==> src/rtl/xnor_rca16_aor_enc32.sv <==
// Key-locked 16-bit ripple-carry adder built from XNOR full adders, 17-bit sum registered (1-cycle latency).
// Define XRCA_KEY_LOCK_EN to insert the 32 key gates; without it keyinput is ignored and the sum is plain.
module xnor_rca16_aor_enc32 (
   input  logic        clk_i,
   input  logic        rst_i,
   input  logic [15:0] add1_i,
   input  logic [15:0] add2_i,
   input  logic [31:0] keyinput,
   output logic [16:0] result_o
);

   localparam logic [31:0] KEY = 32'h2E770869;

   logic [15:0] sum_l;
   logic [16:0] result_d;
   logic [16:0] result_q;

`ifndef XRCA_KEY_LOCK_EN
   logic unused_key;
   assign unused_key = ^keyinput;
`endif

   always_comb begin
      logic cc;
      logic p;
      logic s;
      logic carry;
      cc    = 1'b0;
      p     = 1'b0;
      s     = 1'b0;
      carry = 1'b0;
      sum_l = '0;
      for (int j = 0; j < 16; j++) begin
         p     = ~(add1_i[j] ^ add2_i[j]);
         s     = ~(p ^ cc);
         carry = (add1_i[j] & add2_i[j]) | (cc & ~p);
`ifdef XRCA_KEY_LOCK_EN
         // A 1 in KEY selects an XNOR key gate, a 0 an XOR, so both transparent under the right key.
         sum_l[j] = KEY[2*j]   ? ~(s ^ keyinput[2*j])       : (s ^ keyinput[2*j]);
         cc       = KEY[2*j+1] ? ~(carry ^ keyinput[2*j+1]) : (carry ^ keyinput[2*j+1]);
`else
         sum_l[j] = s;
         cc       = carry;
`endif
      end
      result_d = {cc, sum_l};
   end

   always_ff @(posedge clk_i) begin
      if (rst_i) begin
         result_q <= '0;
      end else begin
         result_q <= result_d;
      end
   end

   assign result_o = result_q;

endmodule

==> config.mk <==
export PLATFORM = sky130hd
export DESIGN_NAME = xnor_rca16_aor_enc32
export DESIGN_NICKNAME = d
export VERILOG_FILES = /design/src/rtl/xnor_rca16_aor_enc32.sv
export SDC_FILE = /design/constraint.sdc
export NUM_CORES = 1
export LEC_CHECK = 0
export BUFFER_PORTS_ARGS = -buffer_cell sky130_fd_sc_hd__buf_2
export CORE_ASPECT_RATIO = 1.4
export CORE_MARGIN = 5
export CORE_UTILIZATION = 29
export DETAILED_ROUTE_END_ITERATION = 16
export MAX_ROUTING_LAYER = met4
export PLACE_DENSITY = 0.74
export RECOVER_POWER = 25
export SLEW_MARGIN = 0
export SYNTH_ARGS = -nofsm -noshare
export SYNTH_HDL_FRONTEND = slang
export SYNTH_SLANG_ARGS = --single-unit
==> constraint.sdc <==
create_clock -name clk_i -period 7.6 [get_ports clk_i]
set_input_delay 0.76 -clock clk_i [delete_from_list [all_inputs] [get_ports clk_i]]
set_output_delay 0.76 -clock clk_i [all_outputs]
set_load 0.02 [all_outputs]
Word level (Yosys, flattened, before mapping)
Index checks and enable logic that the tools add are counted.
- bits in writable memories: 0
- register bits: 17
- word-level logic and storage cells: 108
- bits of input ports: 66
- latch bits: 0
- output and inout port bits: 17
- ROM bits: 0
- memories: 0
- equality and inequality tests: 0
- add/subtract/negate cells: 0
- bitwise operators: 107
- reductions and logical operators: 0
- shifts and indexed selects: 0
- div/mod/pow operators: 0
- order comparisons: 0
- multiplexer cells: 0
- multipliers: 0
- operators with widths (operator ; number):
    bitwise AND 1 bit ; 31
    XOR 1 bit ; 31
    inverter 1 bit ; 30
    OR 1 bit ; 15

Logic depth before layout (Yosys ltp)
- word-level depth: 31
- depth in mapped cells: 20
- gate-level depth less buffers: 20

Worst setup path before layout
No wires, ideal clock.
- kind: in2reg
- start point: in add1_i[0]
- end point: reg result_q[15], in the netlist result_o[15]
- library setup time: 0.064 ns
- path buffers: 0
- data required time: 7.536 ns
- data arrival time: 6.619 ns
- stages: 20
- path slack: 0.917 ns
- cells stage by stage: ha_1 -> fa_1 -> fa_1 -> fa_1 -> fa_1 -> fa_1 -> fa_1 -> fa_1 -> fa_1 -> fa_1 -> fa_1 -> inv_1 -> fa_1 -> inv_1 -> fa_1 -> fa_1 -> fa_1 -> inv_1 -> fa_1 -> nor2_1
- word-level cells in the longest chain between the ends: 31
- ends and longest elaborated chain (element ; RTL line ; text):
    start, declared ; 6 ; input logic [15:0] add1_i,
    bitwise AND 1 bit (2 in a row) ; 36 ; carry = (add1_i[j] & add2_i[j]) | (cc & ~p);
    OR 1 bit ; 36 ;
    bitwise AND 1 bit ; 36 ;
    OR 1 bit ; 36 ;
    bitwise AND 1 bit ; 36 ;
    OR 1 bit ; 36 ;
    bitwise AND 1 bit ; 36 ;
    OR 1 bit ; 36 ;
    (+14 left out) ; - ;
    bitwise AND 1 bit ; 36 ;
    OR 1 bit ; 36 ;
    bitwise AND 1 bit ; 36 ;
    OR 1 bit ; 36 ;
    bitwise AND 1 bit ; 36 ;
    OR 1 bit ; 36 ;
    XOR 1 bit ; 35 ; s = ~(p ^ cc);
    inverter 1 bit ; 35 ;
    end signal, assigned ; 53 ; result_q <= result_d;
    end, declared ; 16 ; logic [16:0] result_q;
Every way passes these cells.
A chain may end at the register's enable or synchronous reset.

Worst setup path in the final report
Ends and elaborated chain as after synthesis.

==> results.json <==
{
  "status": "finished, final reports clean",
  "syn_nets": 140,
  "power_mw": 0.231,
  "fmax_mhz": 147,
  "overflow": 0,
  "vias": 575,
  "max-slew-margin-rel_pct": 76.5,
  "ctsHoldBuffers": 0,
  "required_ps": 7780,
  "final_cells": 148,
  "synth_ff_type": "dfxtp_1",
  "ir_drop_mv": 0.0811,
  "maxCapViolations": 0,
  "yosysTopAreaCell": "dfxtp_1",
  "final.fill_count": 300,
  "setup_tns_ps": 0,
  "antenna_found_initial": 0,
  "io_pins": 83,
  "syn_area_um2": 825,
  "post_cts_buffers": 0,
  "cts_root_buf": "clkbuf_8",
  "ys_types": 8,
  "dp_cells": 144,
  "grt_usage_pct": 9.42,
  "worst_slew_pin_slew_ps": 352,
  "synth_area_leaders": "dfxtp_1 (41%), fa_1 (36%), and2b_2 (7.4%)",
  "drc": 0,
  "gp_congestion": 0.625,
  "synth_edf_count": 0,
  "holdPathEnd": "result_o[0]",
  "post-route-min-period_ps": 6790,
  "rsz0062_at_grt": "false",
  "drv_slew": 0,
  "rows": 23,
  "layout.nets": 194,
  "largest_reg_flops": 17,
  "area_growth_pct": 39.0,
  "pre_cts_ws_ps": 505,
  "cts_buffers": 3,
  "p_leak_nw": 0.570,
  "numClockSinks": 17,
  "min-delay-start": "add2_i[0]",
  "power_density_nw_per_um2": 201,
  "drive_gt1_share_pct": 54.1,
  "cts_tree": "done",
  "clockBufferDepth": 2,
  "hold_depth": 3,
  "critPathMaxStageDelay_ps": 410,
  "numPortBuffers": 50,
  "worstPathMaxFanout": 1,
  "die_w_um": 55.1,
  "grt_pass1_wl_um": 2620,
  "worst_slack_ps": 815,
  "wl_um": 1680,
  "dieArea_um2": 4020,
  "synth_seq_cells": 17,
  "synth_common_cells": "dfxtp_1 (17), fa_1 (15), and2b_2 (7), inv_1 (7), nor2b_2 (7)",
  "fp.coreArea_um2": 2790,
  "setup_violations": 0,
  "htreeDepth": 1,
  "syn_area_per_cell_um2": 14.2,
  "crit_type": "input pin to flip-flop",
  "first_iter_violations": 3,
  "async_reset_ff_share_pct": 0,
  "routed_via_density": 3.89,
  "cts_resized": 0,
  "first_pass_iters": 2,
  "synthCells": 58,
  "yosysSeqAreaShare_pct": 41.3,
  "report.final.hold_viol_count": 0,
  "cpMostUsedCell": "fa_1",
  "grt_max_degree": 18,
  "path_clk_slew_ps": 60,
  "ys.warnings.count": 0,
  "end_kind": "flip-flop",
  "wire_per_inst_um": 11.3,
  "ant_nets": 0,
  "hpwl_um": 1490,
  "yosysMostFrequentCell": "dfxtp_1",
  "period_share_pct": 89.3,
  "grt_pass1_vias": 632,
  "n_antenna_cell": 0,
  "start_kind": "input pin",
  "initial_utilization_pct": 29.5,
  "crit_chain": "buf_2, ha_1, fa_1, fa_1, fa_1, fa_1, fa_1, fa_1, fa_1, fa_1, fa_1, fa_1, inv_1, fa_1, inv_1, fa_1, fa_1, fa_1, inv_1, fa_1, nor2_1",
  "crit_slowest_cell": "fa_1",
  "cp.arrival_ps": 6970,
  "yosys.area.top_type_share_pct": 41.3,
  "hold_path.class": "input pin to flip-flop",
  "dieHeight_um": 73.1
}
## power breakdown
group,internal [mW],leakage [nW],switching (mW)
combinational,0.0283,0.405,0.0348
clock,0.0371,0.0228,0.0281
sequential,0.100,0.142,0.00237
total,0.166,0.570,0.0652
## final cells by class
type                            instances  area (um2)  share of cell area (%)
Multi-Input combinational cell         33         447                    39.0
Sequential cell                        17         340                    29.7
Inverter                                7        26.3                    2.29
Tap cell                               37        46.3                    4.04
Clock buffer                            4        45.0                    3.93
Timing Repair Buffer                   50         241                    21.1
## placed cells by master, fill, tap and decap left out
| cell type | synthesis | final |
|---|---|---|
| and2b_2 | 7 | 7 |
| buf_2 | 0 | 43 |
| clkbuf_1 | 0 | 8 |
| clkbuf_8 | 0 | 3 |
| dfxtp_1 | 17 | 17 |
| fa_1 | 15 | 15 |
| ha_1 | 1 | 1 |
| inv_1 | 7 | 7 |
| nor2_1 | 3 | 3 |
| nor2b_2 | 7 | 7 |
## routing by layer
layer | part of all wire, % | GRT usage [%] | vias to the layer above
li1 | - | - | 273
met1 | 31 | 9.36 | 271
met2 | 58 | 16.8 | 29
met3 | 8.9 | 0.818 | 2
met4 | 2.0 | 5.68 | 0
met5 | 0 | - | -
## how the worst max path moves through the flow
stage	from	end	cells past startpoint
final	add1_i[0]	result_o[15]	21
after global routing	add1_i[0]	result_o[15]	21
after CTS	add1_i[0]	result_o[15]	21
after detailed placement	add1_i[0]	result_o[15]	21
after global placement	add1_i[0]	result_o[15]	21
after floorplan	add1_i[0]	result_o[15]	20
## cells by family (layout without fill, tap and decap cells)
kind of cell  Yosys count  in the layout  synth area share (%)
fa+ha+maj              16             16                  37.9
buf+inv                 8             61                  4.55
flops                  17             17                  41.3
simple gates           17             17                  16.2
## through the flow
stage          hold WS (ps)  cell area, um2  utilization [%]
3_3_place_gp           1080            1110             39.8
6_report                824            1150             41.1
5_1_grt                 856            1150             41.1
2_1_floorplan           968             825                -
4_1_cts                 818            1150             41.4
3_5_place_dp           1080            1110             39.8
## worst max-delay path: cells and delay by family
family / cells / cell delay (ps)
buf+inv: 4 / 310
fa+ha+maj: 16 / 5800
simple gates: 1 / 110
Note: power is estimated with default switching activity, not from simulation.
